## src/rtl/pixel_array_readout.sv

```systemverilog
// Frame sequencer and readout controller for a 2x2 pixel array on a shared DATA bus.
// Optional FRAME_CNT_EN adds a frame counter and an overrun pulse for starts seen while busy.
module pixel_array_readout #(
   parameter int DATA_W     = 8,
   parameter int ERASE_CYC  = 5,
   parameter int EXPOSE_CYC = 255,
   parameter int READ_CYC   = 2
) (
   input  logic              clk,
   input  logic              reset_n,
   input  logic              start,
   output logic              ERASE,
   output logic              EXPOSE,
   output logic              CONVERT,
   output logic              READ1,
   output logic              READ2,
   output logic              READ3,
   output logic              READ4,
   output logic [DATA_W-1:0] DATA_OUT,
   output logic              DATA_OE,
   input  logic [DATA_W-1:0] DATA_IN,
   output logic [DATA_W-1:0] pix_data,
   output logic [1:0]        pix_idx,
   output logic              pix_valid,
   input  logic              pix_ready,
   output logic              busy,
   output logic              frame_done
`ifdef FRAME_CNT_EN
   ,
   output logic [15:0]       frame_cnt,
   output logic              overrun
`endif
);

   localparam int CONV_CYC = 1 << DATA_W;
   localparam int MAX_A    = (ERASE_CYC > EXPOSE_CYC) ? ERASE_CYC : EXPOSE_CYC;
   localparam int MAX_B    = (CONV_CYC > READ_CYC) ? CONV_CYC : READ_CYC;
   localparam int MAX_LEN  = (MAX_A > MAX_B) ? MAX_A : MAX_B;
   localparam int CNT_W    = ($clog2(MAX_LEN) < 1) ? 1 : $clog2(MAX_LEN);

   localparam logic [CNT_W-1:0] ERASE_LAST  = CNT_W'(ERASE_CYC - 1);
   localparam logic [CNT_W-1:0] EXPOSE_LAST = CNT_W'(EXPOSE_CYC - 1);
   localparam logic [CNT_W-1:0] CONV_LAST   = CNT_W'(CONV_CYC - 1);
   localparam logic [CNT_W-1:0] READ_LAST   = CNT_W'(READ_CYC - 1);

   typedef enum logic [2:0] {
      S_IDLE, S_ERASE, S_EXPOSE, S_CONVERT, S_TURN, S_READ, S_HOLD, S_GAP
   } state_t;

   state_t            state_q, state_d;
   logic [CNT_W-1:0]  cnt_q, cnt_d;
   logic [1:0]        idx_q, idx_d;
   logic              erase_q, erase_d;
   logic              expose_q, expose_d;
   logic              convert_q, convert_d;
   logic [3:0]        read_q, read_d;
   logic [DATA_W-1:0] data_out_q, data_out_d;
   logic              data_oe_q, data_oe_d;
   logic [DATA_W-1:0] pix_data_q, pix_data_d;
   logic [1:0]        pix_idx_q, pix_idx_d;
   logic              pix_valid_q, pix_valid_d;
   logic              busy_q, busy_d;
   logic              frame_done_q, frame_done_d;
`ifdef FRAME_CNT_EN
   logic [15:0]       frame_cnt_q, frame_cnt_d;
   logic              overrun_q, overrun_d;
`endif

   always_comb begin
      state_d      = state_q;
      cnt_d        = cnt_q;
      idx_d        = idx_q;
      pix_data_d   = pix_data_q;
      pix_idx_d    = pix_idx_q;
      pix_valid_d  = pix_valid_q;
      frame_done_d = 1'b0;

      unique case (state_q)
         S_IDLE: begin
            if (start) state_d = S_ERASE;
         end
         S_ERASE: begin
            cnt_d = cnt_q + 1'b1;
            if (cnt_q == ERASE_LAST) state_d = S_EXPOSE;
         end
         S_EXPOSE: begin
            cnt_d = cnt_q + 1'b1;
            if (cnt_q == EXPOSE_LAST) state_d = S_CONVERT;
         end
         S_CONVERT: begin
            cnt_d = cnt_q + 1'b1;
            if (cnt_q == CONV_LAST) state_d = S_TURN;
         end
         S_TURN: begin
            state_d = S_READ;
            idx_d   = 2'd0;
         end
         S_READ: begin
            cnt_d = cnt_q + 1'b1;
            // Capture on the last READ cycle while the pixel still drives the bus.
            if (cnt_q == READ_LAST) begin
               state_d     = S_HOLD;
               pix_data_d  = DATA_IN;
               pix_idx_d   = idx_q;
               pix_valid_d = 1'b1;
            end
         end
         S_HOLD: begin
            if (pix_ready) begin
               pix_valid_d = 1'b0;
               if (idx_q == 2'd3) begin
                  state_d      = S_IDLE;
                  frame_done_d = 1'b1;
               end else begin
                  state_d = S_GAP;
               end
            end
         end
         S_GAP: begin
            state_d = S_READ;
            idx_d   = idx_q + 1'b1;
         end
         default: state_d = S_IDLE;
      endcase

      if (state_d != state_q) cnt_d = '0;

      // Outputs are decoded from the next state so they are registered, glitch-free.
      erase_d    = (state_d == S_ERASE);
      expose_d   = (state_d == S_EXPOSE);
      convert_d  = (state_d == S_CONVERT);
      data_oe_d  = (state_d == S_CONVERT);
      data_out_d = (state_d == S_CONVERT) ? DATA_W'(cnt_d) : '0;
      read_d     = (state_d == S_READ) ? (4'b0001 << idx_d) : 4'b0000;
      busy_d     = (state_d != S_IDLE);
`ifdef FRAME_CNT_EN
      overrun_d   = start && (state_q != S_IDLE);
      frame_cnt_d = frame_done_d ? frame_cnt_q + 16'd1 : frame_cnt_q;
`endif
   end

   always_ff @(posedge clk or negedge reset_n) begin
      if (!reset_n) begin
         state_q      <= S_IDLE;
         cnt_q        <= '0;
         idx_q        <= '0;
         erase_q      <= 1'b0;
         expose_q     <= 1'b0;
         convert_q    <= 1'b0;
         read_q       <= '0;
         data_out_q   <= '0;
         data_oe_q    <= 1'b0;
         pix_data_q   <= '0;
         pix_idx_q    <= '0;
         pix_valid_q  <= 1'b0;
         busy_q       <= 1'b0;
         frame_done_q <= 1'b0;
`ifdef FRAME_CNT_EN
         frame_cnt_q  <= '0;
         overrun_q    <= 1'b0;
`endif
      end else begin
         state_q      <= state_d;
         cnt_q        <= cnt_d;
         idx_q        <= idx_d;
         erase_q      <= erase_d;
         expose_q     <= expose_d;
         convert_q    <= convert_d;
         read_q       <= read_d;
         data_out_q   <= data_out_d;
         data_oe_q    <= data_oe_d;
         pix_data_q   <= pix_data_d;
         pix_idx_q    <= pix_idx_d;
         pix_valid_q  <= pix_valid_d;
         busy_q       <= busy_d;
         frame_done_q <= frame_done_d;
`ifdef FRAME_CNT_EN
         frame_cnt_q  <= frame_cnt_d;
         overrun_q    <= overrun_d;
`endif
      end
   end

   assign ERASE      = erase_q;
   assign EXPOSE     = expose_q;
   assign CONVERT    = convert_q;
   assign READ1      = read_q[0];
   assign READ2      = read_q[1];
   assign READ3      = read_q[2];
   assign READ4      = read_q[3];
   assign DATA_OUT   = data_out_q;
   assign DATA_OE    = data_oe_q;
   assign pix_data   = pix_data_q;
   assign pix_idx    = pix_idx_q;
   assign pix_valid  = pix_valid_q;
   assign busy       = busy_q;
   assign frame_done = frame_done_q;
`ifdef FRAME_CNT_EN
   assign frame_cnt  = frame_cnt_q;
   assign overrun    = overrun_q;
`endif

endmodule

```

## config.mk

```make
export PLATFORM = sky130hd
export DESIGN_NAME = pixel_array_readout
export DESIGN_NICKNAME = d
export VERILOG_FILES = /design/src/rtl/pixel_array_readout.sv
export SDC_FILE = /design/constraint.sdc
export NUM_CORES = 1
export LEC_CHECK = 0
export ABC_AREA = 0
export BUFFER_PORTS_ARGS = -buffer_cell sky130_fd_sc_hd__buf_4
export CORE_MARGIN = 2
export CORE_UTILIZATION = 53
export CTS_CLUSTER_DIAMETER = 50
export CTS_CLUSTER_SIZE = 16
export DETAILED_ROUTE_END_ITERATION = 16
export GPL_TIMING_DRIVEN = 0
export PLACE_DENSITY = 0.78
export SLEW_MARGIN = 20
export SYNTH_ARGS = -nofsm -noshare
export SYNTH_HDL_FRONTEND = slang
export SYNTH_SLANG_ARGS = --single-unit
```

## constraint.sdc

```tcl
create_clock -name clk -period 2.52 [get_ports clk]
set_input_delay 0.504 -clock clk [delete_from_list [all_inputs] [get_ports clk]]
set_output_delay 0.504 -clock clk [all_outputs]
set_load 0.01 [all_outputs]
```

==> qor.csv <==
metric,value,unit
status,completed,
Worst Setup End Kind,flop,
Post-synth EDFFs,0,
RSZ-0062 raised after global routing,false,
sequential share of the synthesized area,55.7,%
port bufs,40,
CTS buffer count,5,
nets@finish,224,
chip width,62.9,um
final core utilization,67.4,%
remaining antenna violation count,0,
actual slew at the worst max-slew pin,486,ps
postcts setup bufs,0,
WL/cell,13.3,um
DR iter-0 viols,43,
critical path data required time,2740,ps
cell count after synthesis,160,
Total Routing Usage GR,19.3,%
endpoints failing setup,0,
cts repair resizes,0,
ANT cells,0,
initial core utilization,55.2,%
number of vias per cell,5.18,
power per cell area,760,mW/mm2
Fillers,269,
first-pass GRT wire length,5820,um
pin count of the biggest net entering global routing,42,
die height,62.9,um
CP max-delay cell,dfrtp_1,
Detailed Place HPWL,2480,um
CTS root buf,clkbuf_4,
FF/Latch Area,0.00103,mm2
vias in the first global route,1265,
Final Hold Vio Count,0,
Vias,1315,
die area,0.00396,mm2
Max-slew headroom,67.6,%
worst setup path category,flop to flop,
row count,21,
initial antenna violation count,0,
synthesized cell area,0.00184,mm2
I/O Pins,41,
most frequent cells in the layout,"dfrtp_1 (41), buf_4 (41), nor2_1 (22)",
ys async rst share,100,%
drt total wl,3380,um
"delay-heaviest family, CP",compound AO/OA/AOI/OAI gates,
# hold bufs at CTS,0,
Max clock buf depth,2,
startpoint types,flop,
Synth warnings,0,
Worst VDD drop,0.000456,V
"Area growth, synth to finish",22.2,%
setup TNS,0,ps
Pins Over Slew Limit,0,
Arrival @ worst endpoint,2250,ps
CTS tree,built,
Leakage,0.00111,uW
share of cells above drive strength 1,32.2,%
Max-Cap Viols,0,
GRT Residual Overflow,0,
skew final,6.63,ps
DR pass1 iterations,4,
DRC,0,
syn_nets,177,
Final Cycle Share,80.4,%
H-tree Lvls,2,
worst skew pair latency,340,ps
CP max FO,10,
max frequency,0.494,GHz
top_reg_cell synth,dfrtp_1,
"Buf+Inv Stages, Crit Path",1,
Tightest Hold Check Type,input pin to async pin,
post-synthesis register bit count,41,
CP cell instances,ha_1 -> nand3_1 -> o21ai_1 -> buf_2 -> o21ai_0 -> o211ai_2 -> nor2_1,
syn avg cell area,11.5,um2
Sink Count,41,
Core Area,0.00334,mm2
post-synthesis cell type count,41,
area of the multi-input gates,759,um2
gp weighted congestion,0.917,
crit-path max cell delay,440,ps
post-layout min period,2030,ps
Clock Pin Slew Worst Setup and Hold Paths,110,ps
## final timing paths
check / from / to / slack [ps] / cells after the start
worst max-delay path: cnt_q[0] / cnt_q[0] / 490 / 7
worst min-delay path: reset_n / pix_data[0] / 110 / 1
worst max register to register: cnt_q[0] / cnt_q[0] / 490 / 7
worst min register to register: pix_idx[1] / pix_idx[1] / 510 / 2
max in group asynchronous: reset_n / cnt_q[5] / 2070 / 1
min in group clk: DATA_IN[3] / pix_data[3] / 380 / 2
## worst reg2reg max path, stage by stage (launching register included)
cell and delay [ps]:
dfrtp_1 440, ha_1 250, nand3_1 120, o21ai_1 210, buf_2 260, o21ai_0 140
o211ai_2 390, nor2_1 100
## cells by family after synthesis
logic type / count (synthesis) / synth area share [%]
AO/OA/AOI/OAI: 21 / 7.89
AND/OR/NAND/NOR: 65 / 19.2
multiplexers: 10 / 7.48
flip-flops: 41 / 55.7
XOR/XNOR: 7 / 3.33
buffers and inverters: 11 / 2.99
adder cells (fa/ha/maj): 5 / 3.40
## cell type report
cell class | instances | share of cell area (%)
clock buffer | 6 | 1.84
tap | 46 | 2.56
inverter | 5 | 0.834
sequential | 41 | 45.6
clock inverter | 2 | 0.445
timing repair buffer | 40 | 13.3
buffer | 6 | 1.61
multi-input combinational | 108 | 33.8
## where the power goes
group | switching [uW] | internal, uW | total (uW) | leakage, uW
Clock | 194 | 106 | 301 | 0.0000320
Combinational | 352 | 246 | 598 | 0.000549
Sequential | 67.1 | 744 | 811 | 0.000534
Total | 613 | 1100 | 1710 | 0.00111
## synth_stat cells (all sizes together), types with 2 or more instances
cell type   n  area, um2
dfrtp      41       1030
nor2       22       82.6
nand2      11       41.3
mux2        9        128
o21ai       8       43.8
nand3       6       30.0
xor2        6       52.6
ha          5       62.6
inv         5       18.8
a21oi       4       20.0
buf         4       28.8
nand2b      4       27.5
nor3b       4       30.0
a22o        3       26.3
nand4       3       18.8
nand4b      3       26.3
nor3        3       26.3
and3        2       13.8
and3b       2       17.5
clkbuf      2       7.51
o211ai      2       20.0
or4         2       18.8
## per-layer routing
metal | GRT usage [%] | wire length (um)
met5 | 0 | 0
met4 | 8.33 | 60
met3 | 6.13 | 197
met2 | 30.3 | 1640
met1 | 24.6 | 1480
## sequential cells by signal, indices dropped and copies added, names as in the netlist
| signal | flops |
|---|---|
| state_q | 3 |
| idx_q | 2 |
| pix_idx | 2 |
| busy | 1 |
| EXPOSE | 1 |
| ERASE | 1 |
| read_q | 4 |
| pix_valid | 1 |
| DATA_OUT | 8 |
| frame_done | 1 |
| pix_data | 8 |
| cnt_q | 8 |
| DATA_OE | 1 |
## stage by stage
step	instance area [um2]	hold WS, ps	setup WS (ps)	total power (uW)	cells
final	2250	111	495	1710	254
after global routing	2250	129	307	1850	254
after CTS	2250	112	498	1730	254
after detailed placement	2200	481	520	1430	246
after global placement	2200	464	597	1400	246
after floorplan	1840	208	731	1210	160
Power figures use the tool's default switching activity.
